## config.mk

```make
export PLATFORM = sky130hd
export DESIGN_NAME = lcd_ctrl
export DESIGN_NICKNAME = d
export VERILOG_FILES = /design/src/rtl/lcd_ctrl.sv
export SDC_FILE = /design/constraint.sdc
export NUM_CORES = 1
export LEC_CHECK = 0
export BUFFER_PORTS_ARGS = -buffer_cell sky130_fd_sc_hd__buf_2
export CORE_MARGIN = 4
export CORE_UTILIZATION = 55
export DETAILED_ROUTE_END_ITERATION = 8
export PLACE_DENSITY = 0.73
export SLEW_MARGIN = 5
export SYNTH_ARGS = -nofsm -noshare
export SYNTH_HDL_FRONTEND = slang
export SYNTH_SLANG_ARGS = --single-unit
```

## constraint.sdc

```tcl
create_clock -name i_clk -period 2.53 [get_ports i_clk]
set_input_delay 0.253 -clock i_clk [delete_from_list [all_inputs] [get_ports i_clk]]
set_output_delay 0.253 -clock i_clk [all_outputs]
set_load 0.03 [all_outputs]
```

## src/rtl/lcd_ctrl.sv

```systemverilog
// HD44780-style character LCD write controller: turns LSU byte writes into RS/DATA/EN bus timing.
// Optional power-on init sequence is built in when LCD_AUTO_INIT_EN is defined.
module lcd_ctrl #(
    parameter int unsigned POWERON_CYC = 750000,
    parameter int unsigned SETUP_CYC   = 2,
    parameter int unsigned EN_CYC      = 12,
    parameter int unsigned HOLD_CYC    = 2,
    parameter int unsigned EXEC_CYC    = 2000,
    parameter int unsigned CLEAR_CYC   = 82000
) (
    input  logic       i_clk,
    input  logic       i_reset,
    input  logic       i_req_vld,
    output logic       o_req_rdy,
    input  logic       i_req_rs,
    input  logic [7:0] i_req_data,
    output logic       o_busy,
    output logic       o_init_done,
    output logic       o_lcd_on,
    output logic       o_lcd_rs,
    output logic       o_lcd_rw,
    output logic       o_lcd_en,
    output logic [7:0] o_lcd_data
);

    typedef enum logic [2:0] {PWRON, INIT_LOAD, IDLE, SETUP, PULSE, HOLD, EXEC} state_t;

    localparam logic [19:0] PWRON_LAST = 20'(POWERON_CYC - 1);
    localparam logic [19:0] SETUP_LAST = 20'(SETUP_CYC - 1);
    localparam logic [19:0] EN_LAST    = 20'(EN_CYC - 1);
    localparam logic [19:0] HOLD_LAST  = 20'(HOLD_CYC - 1);
    localparam logic [19:0] EXEC_LAST  = 20'(EXEC_CYC - 1);
    localparam logic [19:0] CLEAR_LAST = 20'(CLEAR_CYC - 1);

    state_t      state_q, state_d;
    logic [19:0] cnt_q, cnt_d;
    logic        rdy_q, rdy_d;
    logic        busy_q;
    logic        init_done_q, init_done_d;
    logic        en_q, en_d;
    logic        rs_q, rs_d;
    logic [7:0]  data_q, data_d;
    logic        long_exec;
    logic [19:0] exec_last;

    // Clear (0x01/0x00) and home (0x02/0x03) commands need the long execution delay.
    assign long_exec = ~rs_q & (data_q[7:1] == 7'b0000000 || data_q[7:1] == 7'b0000001);
    assign exec_last = long_exec ? CLEAR_LAST : EXEC_LAST;

`ifdef LCD_AUTO_INIT_EN
    logic [2:0] idx_q, idx_d;
    logic [7:0] init_byte;

    always_comb begin
        case (idx_q)
            3'd0, 3'd1, 3'd2: init_byte = 8'h38;
            3'd3:             init_byte = 8'h0C;
            3'd4:             init_byte = 8'h01;
            default:          init_byte = 8'h06;
        endcase
    end
`endif

    always_comb begin
        state_d     = state_q;
        cnt_d       = cnt_q + 20'd1;
        rdy_d       = rdy_q;
        init_done_d = init_done_q;
        en_d        = en_q;
        rs_d        = rs_q;
        data_d      = data_q;
`ifdef LCD_AUTO_INIT_EN
        idx_d       = idx_q;
`endif
        case (state_q)
            PWRON: begin
                if (cnt_q == PWRON_LAST) begin
                    cnt_d = 20'd0;
`ifdef LCD_AUTO_INIT_EN
                    state_d = INIT_LOAD;
`else
                    state_d     = IDLE;
                    rdy_d       = 1'b1;
                    init_done_d = 1'b1;
`endif
                end
            end
            INIT_LOAD: begin
                cnt_d   = 20'd0;
                state_d = SETUP;
`ifdef LCD_AUTO_INIT_EN
                rs_d    = 1'b0;
                data_d  = init_byte;
                idx_d   = idx_q + 3'd1;
`endif
            end
            IDLE: begin
                cnt_d = 20'd0;
                if (i_req_vld && rdy_q) begin
                    rs_d    = i_req_rs;
                    data_d  = i_req_data;
                    rdy_d   = 1'b0;
                    state_d = SETUP;
                end
            end
            SETUP: begin
                if (cnt_q == SETUP_LAST) begin
                    cnt_d   = 20'd0;
                    en_d    = 1'b1;
                    state_d = PULSE;
                end
            end
            PULSE: begin
                if (cnt_q == EN_LAST) begin
                    cnt_d   = 20'd0;
                    en_d    = 1'b0;
                    state_d = HOLD;
                end
            end
            HOLD: begin
                if (cnt_q == HOLD_LAST) begin
                    cnt_d   = 20'd0;
                    state_d = EXEC;
                end
            end
            EXEC: begin
                if (cnt_q == exec_last) begin
                    cnt_d       = 20'd0;
                    state_d     = IDLE;
                    rdy_d       = 1'b1;
                    init_done_d = 1'b1;
`ifdef LCD_AUTO_INIT_EN
                    if (idx_q != 3'd6) begin
                        state_d     = INIT_LOAD;
                        rdy_d       = 1'b0;
                        init_done_d = 1'b0;
                    end
`endif
                end
            end
            default: begin
                state_d = PWRON;
                cnt_d   = 20'd0;
            end
        endcase
    end

    always_ff @(posedge i_clk) begin
        if (i_reset) begin
            state_q     <= PWRON;
            cnt_q       <= 20'd0;
            rdy_q       <= 1'b0;
            busy_q      <= 1'b1;
            init_done_q <= 1'b0;
            en_q        <= 1'b0;
            rs_q        <= 1'b0;
            data_q      <= 8'h00;
`ifdef LCD_AUTO_INIT_EN
            idx_q       <= 3'd0;
`endif
        end else begin
            state_q     <= state_d;
            cnt_q       <= cnt_d;
            rdy_q       <= rdy_d;
            busy_q      <= ~rdy_d;
            init_done_q <= init_done_d;
            en_q        <= en_d;
            rs_q        <= rs_d;
            data_q      <= data_d;
`ifdef LCD_AUTO_INIT_EN
            idx_q       <= idx_d;
`endif
        end
    end

    assign o_req_rdy   = rdy_q;
    assign o_busy      = busy_q;
    assign o_init_done = init_done_q;
    assign o_lcd_on    = 1'b1;
    assign o_lcd_rs    = rs_q;
    assign o_lcd_rw    = 1'b0;
    assign o_lcd_en    = en_q;
    assign o_lcd_data  = data_q;

endmodule

```

* Yosys cells after proc, flatten, opt, wreduce, memory -nomap -nowiden
Cells that the tools add are included.
** Storage, ports and cells
- Register bits after elaboration :: 36
- Word-level logic and storage cells :: 63
** Operators by class
- Add/sub/neg operators :: 1
- Reductions and logical operators :: 11
- Mux-type cells :: 23
- Equal/unequal tests :: 17
- Bitwise gates (word level) :: 3
** Operators with widths (number)
- 20-bit 2-to-1 mux :: 4
- 20-bit one-hot mux with 4 select lines :: 1
- 3-bit one-hot mux with 7 select lines :: 1
- 20-bit by 1-bit adder with 20-bit output, second input constant :: 1
- 20-bit by 1-bit equality test with 1-bit output, second input constant :: 1
- 20-bit by 17-bit equality test with 1-bit output :: 1
- 20-bit equality test, second input constant :: 1
- 20-bit by 4-bit equality test with 1-bit output, second input constant :: 1
- 3-bit 2-to-1 mux :: 6
- 17-bit 2-to-1 mux :: 1
- 2-bit != test, second input constant :: 6
- 3-bit equality test, second input constant :: 3
- 7-bit by 1-bit equality test with 1-bit output, second input constant :: 1
- 7-bit zero test :: 1
- 1-bit 2-to-1 mux :: 7
- 3-bit by 2-bit equality test with 1-bit output, second input constant :: 2
- 3-bit AND reduction :: 2
- 6-bit AND reduction :: 1
- 1-bit one-hot mux with 2 select lines :: 2
- 2-bit nonzero test :: 2
- 3-bit by 1-bit equality test with 1-bit output, second input constant :: 1
- 3-bit zero test :: 1
- 1-bit one-hot mux with 3 select lines :: 1
- 1-bit inverter :: 2
- 5 further kinds :: 5

* Logic depth before layout (Yosys ltp)
Gate-level depths: netlist (run 1).
- Word-level depth :: 8
- Gate-level depth with buffers :: 8
- Gate-level depth less buffers :: 6

* Worst setup path after synthesis (run 1)
OpenSTA, ideal clock, no wires.
- Kind :: reg-to-reg
- Start :: reg data_q[3] (netlist: o_lcd_data[3])
- End :: reg cnt_q[2]
- Arrival time :: 2.088 ns
- Library setup time :: 0.076 ns
- Stages on the path, launching flop included :: 8
- Path slack :: 0.366 ns
- Cells stage by stage :: dfxtp_1 > or4_4 > o211a_1 > o211a_1 > o221a_1 > buf_6 > buf_12 > nor3_2
** On the way
- Cells in the longest elaborated chain, start to end :: 7
- Elaborated cells between the ends (all ways) :: 8
** RTL lines
- from (decl) :: RTL line 42 : logic [7:0] data_q, data_d;
- from (signal assigned) :: RTL line 169 : data_q <= data_d;
- 7-bit by 1-bit equality test with 1-bit output or 7-bit zero test (tied branches) :: RTL line 47 : assign long_exec = ~rs_q & (data_q[7:1] == 7'b0000000 || data_q[7:1] == 7'b0000001);
- 1-bit logical OR (*) :: RTL line 47
- 1-bit AND (*) :: RTL line 47
- 17-bit 2-to-1 mux (*) :: RTL line 48 : assign exec_last = long_exec ? CLEAR_LAST : EXEC_LAST;
- 20-bit by 17-bit equality test with 1-bit output (*) :: RTL line 127 : if (cnt_q == exec_last) begin
- 20-bit 2-to-1 mux (*) :: RTL line 127
- 20-bit one-hot mux with 4 select lines (*) :: RTL line 75 : case (state_q)
- to (signal assigned) :: RTL line 163 : cnt_q <= cnt_d;
- to (decl) :: RTL line 36 : logic [19:0] cnt_q, cnt_d;
Every way passes the cells marked *; elsewhere a longest branch is shown, timed or not.
A chain may end at the register's enable or synchronous reset.

* Worst setup path in the final report (run 1)
- Start :: reg cnt_q[7]
- End :: reg cnt_q[4]
** On the way
- Cells in the longest elaborated chain, start to end :: 3
- Elaborated cells between the ends (all ways) :: 9
** RTL lines (RTL line)
- 20-bit by 17-bit equality test with 1-bit output, or another cell as far along :: 127
- 20-bit 2-to-1 mux (on tied branches)
- 20-bit one-hot mux with 4 select lines (*) :: 75
Marked as above.

==> results.ini, run 1 <==
[route]
ant_nets = 0
routedWlPerCell_um = 14.2
drt_first_pass_iters = 4
viasPerCell = 5.62
vias = 1494
drc = 0
drt_wl_total_mm = 3.78
drt_iter0_drc = 66

[global_routing]
grt_pass1_vias = 1455
track_usage_pct = 19.6
grt_pass1_wl_mm = 6.62
gr-total-overflow = 0
grt_max_degree = 21
antenna_found_initial = 0

[die]
boundaryPins = 27
coreArea_um2 = 3130
die_h_um = 65.9
die_w_um = 65.9
rows = 20
dieArea_um2 = 4340
initial_utilization_pct = 58.9

[placed_design]
dp.cells = 258
port-buffer-count = 24
gp_congestion = 0.895
dp.final_hpwl_mm = 2.79

[run_status]
status = completed

[timing]
slew_violations = 0
max_freq_ghz = 0.435
slew_headroom_pct = 66.2
timing.final.hold_violations = 0
finalSetupViolCount = 0
clock_skew_ns = 0.0145
fin_crit_ns = 2.30
finalCritPeriodShare_pct = 90.8
worstMarginPinSlew_ns = 0.506
grt_setup_unrepaired = no
fin_setup_tns_ns = 0

[yosys]
synth-seq-cells = 36
post_synth.cell_area_avg_um2 = 9.12
synth-edff-count = 0
synth.area.top_cells = dfxtp_1 (39%), xnor2_1 (7.6%), nor3_2 (5.4%)
ys_seq_area_share_pct = 39.1
yosys.area.top_type_share_pct = 39.1
ys_warn_count = 0
synth.largest_area_cell = dfxtp_1
syn_area_um2 = 1840
ys_types = 42
syn_nets = 216
synth_cells = 202
synthFlopType = dfxtp_1
async_flop_share_pct = 0

[critical_path]
crit_arrival_ns = 2.52
regToRegSetupSlack_ns = 0.23
timing.rr.start = cnt_q[7]$_SDFF_PP0_
timing.critical_path.from = cnt_q[7]$_SDFF_PP0_
cp_slowest_cell = or4_1
slowest_delay_ns = 0.58
crit_path_max_fanout = 17
crit_type = reg -> reg
cpMostUsedCell = nor3_1
end_kind = register
critical-path-top-delay-family = simple AND/OR/NAND/NOR gates
critical_path_required_ns = 2.75
start_kind = register
path_cells = or4_1, nor3_1, a31o_1, o221a_1, buf_12, nor3_1
path_buf_inv = 1

[final_layout]
syn2layout_area_growth_pct = 11.2
layout_commonest_cell = dfxtp_1
nets = 235
layout_common_cells = dfxtp_1 (36), buf_2 (24), nor2_1 (21), xnor2_1 (16), nor3_1 (14)
fillerInstances = 286
antenna_cells = 0
drive_gt1_share_pct = 22.5
multi_input_area_um2 = 1000
fin_cells = 266
seqCellArea_um2 = 721

[clocking]
numCtsBuffers = 5
clk_pin_slew_ns = 0.11
root_buffer = clkbuf_4
clock_latency_ns = 0.35
ctsLongestPathBuffers = 2
htree_levels = 2
cts_resized = 0
cts_hold_buf = 0
postCtsSetupBuffers = 0
cts_tree = yes
clkSinkCount = 36

[pwr]
ir_worst_vdd_v = 0.000268
p_comb_share_pct = 3.8
powerDensity_nw_per_um2 = 522
pwr-share-clk_pct = 42.3
p_leak_nw = 0.855
seq_power_share_pct = 53.8
switching_power_mw = 0.221
switching_share_pct = 20.6
internal_power_mw = 0.850

[run]
maxCapViolCount = 0

[min_path]
hp-start = i_req_data[6]
hp-class = in -> reg

[sequential cells by signal, indices dropped and copies added, names as in the netlist, named ones only]
register and count:
o_lcd_data 8, o_lcd_rs 1, o_busy 1, cnt_q 20
state_q 3, o_lcd_en 1, o_init_done 1
[cells by family (layout without fill, tap and decap cells)]
| kind of cell | Yosys count | after routing | synth area share [%] |
|---|---|---|---|
| simple gates | 92 | 92 | 30.1 |
| flops | 36 | 36 | 39.1 |
| buf+inv | 21 | 41 | 6.38 |
| compound gates | 20 | 20 | 8.28 |
| xor+xnor | 20 | 20 | 9.50 |
| mux | 9 | 9 | 4.89 |
| fa+ha+maj | 2 | 2 | 1.36 |
| other cells | 2 | 2 | 0.407 |
[area by class of cell]
type	count	share of cell area (%)
tap	44	2.69
multi-input combinational	145	49.0
sequential	36	35.2
inverter	7	1.28
timing repair buffer	26	7.20
clock buffer	7	3.17
clock inverter	1	1.47
[routing by layer]
metal,vias up,track usage [%],share of wire [%]
li1,751,-,-
met1,700,24.3,46
met4,0,6.99,2.0
met2,34,32.8,48
met3,9,4.59,4.3
met5,-,0,0
[worst reg2reg max path: cells and delay by family (launching register included)]
family | cells | cell delay (ns)
AO/OA/AOI/OAI | 2 | 0.54
buffers and inverters | 1 | 0.17
flip-flops | 1 | 0.36
AND/OR/NAND/NOR | 3 | 1.10
[cell usage after synthesis (2+ instances only)]
| cell type | n |
|---|---|
| a21oi_1 | 4 |
| and3_1 | 3 |
| and4_1 | 3 |
| buf_1 | 2 |
| buf_4 | 2 |
| buf_6 | 2 |
| clkbuf_1 | 7 |
| conb_1 | 2 |
| dfxtp_1 | 36 |
| ha_1 | 2 |
| inv_1 | 7 |
| mux2i_1 | 9 |
| nand2_1 | 9 |
| nand3_1 | 8 |
| nand4_1 | 6 |
| nor2_1 | 21 |
| nor2b_1 | 2 |
| nor3_1 | 14 |
| nor3_2 | 10 |
| nor4_1 | 3 |
| nor4b_1 | 2 |
| o211a_1 | 3 |
| o21ai_0 | 3 |
| or3_1 | 4 |
| or4_1 | 2 |
| or4_4 | 2 |
| xnor2_1 | 16 |
| xor2_1 | 4 |
[path summary, 6_finish.rpt]
check	to	depth (start not counted)
hold / removal	o_lcd_data[6]$_SDFFE_PP0P_	3
hold reg to reg	o_lcd_en$_SDFFE_PP0P_	2
setup reg to reg	cnt_q[4]$_SDFF_PP0_	6
setup / recovery	cnt_q[4]$_SDFF_PP0_	6
[power groups by stage]
stage,clock network [mW],logic [mW],registers [mW]
final,0.453,0.0409,0.576
after global routing,0.485,0.0454,0.578
after CTS,0.459,0.0413,0.576
after detailed placement,0,0.0411,0.589
after global placement,0,0.0395,0.589
after floorplan,0,0.0309,0.588
[metrics by stage]
| stage | setup WS [ns] | power, mW | util, % | area (um2) | hold slack (ns) |
|---|---|---|---|---|---|
| after CTS | 0.246 | 1.08 | 65.5 | 2050 | 0.131 |
| final | 0.232 | 1.07 | 65.5 | 2050 | 0.135 |
| after global routing | 0.139 | 1.11 | 65.5 | 2050 | 0.151 |
| after floorplan | 0.366 | 0.619 | - | 1840 | 0.397 |
| after global placement | 0.378 | 0.628 | 62.5 | 1950 | 0.442 |
| after detailed placement | 0.268 | 0.630 | 62.5 | 1950 | 0.461 |
(Power assumes the default switching activity.)
==> inputs of run 2 (changes only) <==
--- a/config.mk
+++ b/config.mk
@@ -6,7 +6,6 @@
 export NUM_CORES = 1
 export LEC_CHECK = 0
 export BUFFER_PORTS_ARGS = -buffer_cell sky130_fd_sc_hd__buf_2
-export CORE_MARGIN = 4
 export CORE_UTILIZATION = 55
 export DETAILED_ROUTE_END_ITERATION = 8
 export PLACE_DENSITY = 0.73
==> constraint.sdc (replaced) <==
create_clock -name i_clk -period 2.53 [get_ports i_clk]
set_input_delay 0.1265 -clock i_clk [delete_from_list [all_inputs] [get_ports i_clk]]
set_output_delay 0.1265 -clock i_clk [all_outputs]
set_load 0.03 [all_outputs]
==> run 2 against run 1 <==
Net effect: maximum frequency up 1.5%; die area down 17%; total power up 1.2%; first-iteration DRC count up 12%; highest routed layer unchanged.
==> results.ini, run 2 (synthesis results as in run 1) <==
[placed_design]
port-buffer-count = 24  ; unchanged
dp.final_hpwl_mm = 2.74  ; -1.9%
dp_slack_ns = 0.314  ; +0.0467 ns
gp_congestion = 0.894  ; -0.16%
placed_cell_area_um2 = 1950  ; unchanged
dp.cells = 258  ; unchanged

[global_routing]
antenna_found_initial = 0  ; unchanged
gr-total-overflow = 0  ; unchanged
grt_pass1_vias = 1528  ; +5.0%
track_usage_pct = 25.0  ; +5.4 points
grt_pass1_wl_mm = 6.53  ; -1.3%
grt_max_degree = 21  ; unchanged

[clocking]
clkSinkCount = 36  ; unchanged
clock_latency_ns = 0.35  ; about the same
cts_resized = 0  ; unchanged
clk_pin_slew_ns = 0.11  ; about the same
numCtsBuffers = 5  ; unchanged
htree_levels = 2  ; unchanged
ctsLongestPathBuffers = 2  ; unchanged
root_buffer = clkbuf_4
cts_tree = yes

[pwr]
ir_worst_vdd_v = 0.000453  ; +69%
power_mw = 1.08  ; +1.2%
powerDensity_nw_per_um2 = 521  ; -0.25%
p_leak_nw = 0.867  ; +1.5%

[final_layout]
regMostFlops = cnt_q
multi_input_area_um2 = 1000  ; unchanged
largest_reg_flops = 20  ; unchanged
seqCellArea_um2 = 721  ; unchanged
layout_commonest_cell = dfxtp_1
fin_area_um2 = 2080  ; +1.5%
nets = 238  ; +1.3%
fillerInstances = 271  ; -5.2%
layout_common_cells = dfxtp_1 (36), buf_2 (24), nor2_1 (21), xnor2_1 (16), nor3_1 (14)
fin_cells = 269  ; +1.1%
antenna_cells = 0  ; unchanged
drive_gt1_share_pct = 22.2  ; -0.30 points
syn2layout_area_growth_pct = 12.8

[route]
drt_iter0_drc = 74  ; +12%
routedWlPerCell_um = 14.5  ; +1.7%
ant_nets = 0  ; unchanged
drt_first_pass_iters = 4  ; unchanged
drt_wl_total_mm = 3.89  ; +2.8%
vias = 1545  ; +3.4%
viasPerCell = 5.74  ; +2.3%
drc = 0  ; unchanged

[min_path]
hp-class = in -> reg
min_to = o_lcd_data[4]$_SDFFE_PP0P_
hp-start = i_req_data[4]
hold_depth = 3  ; unchanged

[critical_path]
critical_path_required_ns = 2.76  ; about the same
crit_path_max_fanout = 17  ; unchanged
end_kind = register
crit_type = reg -> reg
crit_arrival_ns = 2.50  ; -0.02 ns
regToRegSetupSlack_ns = 0.26  ; +0.03 ns
timing.rr.start = cnt_q[7]$_SDFF_PP0_
rr_endpoint = cnt_q[6]$_SDFF_PP0_
timing.critical_path.from = cnt_q[7]$_SDFF_PP0_
start_kind = register
reg2reg_depth = 6  ; unchanged

[die]
dieArea_um2 = 3590  ; -17%
coreArea_um2 = 3130  ; unchanged
die_h_um = 59.9  ; -9.1%
rows = 20  ; unchanged
initial_utilization_pct = 58.9  ; unchanged
boundaryPins = 27  ; unchanged
die_w_um = 59.9  ; -9.1%

[timing]
slew_headroom_pct = 65.2  ; -1.0 points
timing.final.hold_violations = 0  ; unchanged
max_freq_ghz = 0.441  ; +1.5%
clock_skew_ns = 0.00958  ; -0.00495 ns
finalSetupViolCount = 0  ; unchanged
fin_setup_tns_ns = 0  ; unchanged
finalWorstSetupSlack_ns = 0.265  ; +0.0330 ns
slew_violations = 0  ; unchanged
grt_setup_unrepaired = no
fin_crit_ns = 2.27  ; -0.0330 ns
worstMarginPinSlew_ns = 0.521  ; +0.0151 ns
finalCritPeriodShare_pct = 89.5  ; -1.3 points

[run]
maxCapViolCount = 0  ; unchanged

[run_status]
status = completed

-- run 2: report_power, final --
group | switching, mW | internal [mW]
Clock | 0.199 | 0.262
Combinational | 0.0256 | 0.0200
Sequential | 0.00573 | 0.571
-- run 2: final cells by class --
class / count / area share [%]
clock buffer: 7 / 3.13
inverter: 7 / 1.26
multi-input combinational: 145 / 48.3
timing repair buffer: 29 / 8.54
tap: 44 / 2.65
clock inverter: 1 / 1.44
sequential: 36 / 34.7
-- run 2: critical path, stage by stage (launching register included) --
cell and delay [ns]:
dfxtp_1 0.36, or4_1 0.59, nor3_1 0.42, a31o_1 0.29
o221a_1 0.25, buf_12 0.17, nor3_1 0.07
-- run 2: timing repair --
item	in CTS	in global routing
hold buffers	3	0
setup buffers	0	0
hold endpoints to repair	3	0
-- run 2: worst max path at each step --
stage / cells past startpoint / slack (ns) / end
after global routing: 6 / 0.14 / cnt_q[6]$_SDFF_PP0_
after floorplan: 7 / 0.37 / cnt_q[2]$_SDFF_PP0_
after detailed placement: 6 / 0.31 / cnt_q[6]$_SDFF_PP0_
after CTS: 6 / 0.29 / cnt_q[6]$_SDFF_PP0_
after global placement: 6 / 0.37 / cnt_q[8]$_SDFF_PP0_
final: 6 / 0.26 / cnt_q[6]$_SDFF_PP0_
-- run 2: stage by stage --
step	utilization [%]	hold WS [ns]
floorplan	-	0.270
global placement	62.5	0.354
detailed placement	62.5	0.369
CTS	66.5	0.000399
global route	66.5	0.0100
finish	66.5	0.0180
-- run 2: layer usage --
layer | vias up | global-route usage, % | part of all wire [%]
met5 | - | 0 | 0
met4 | 0 | 14.3 | 2.2
met3 | 10 | 8.66 | 5.2
met2 | 42 | 40.5 | 49
met1 | 729 | 28.4 | 43
li1 | 764 | - | -
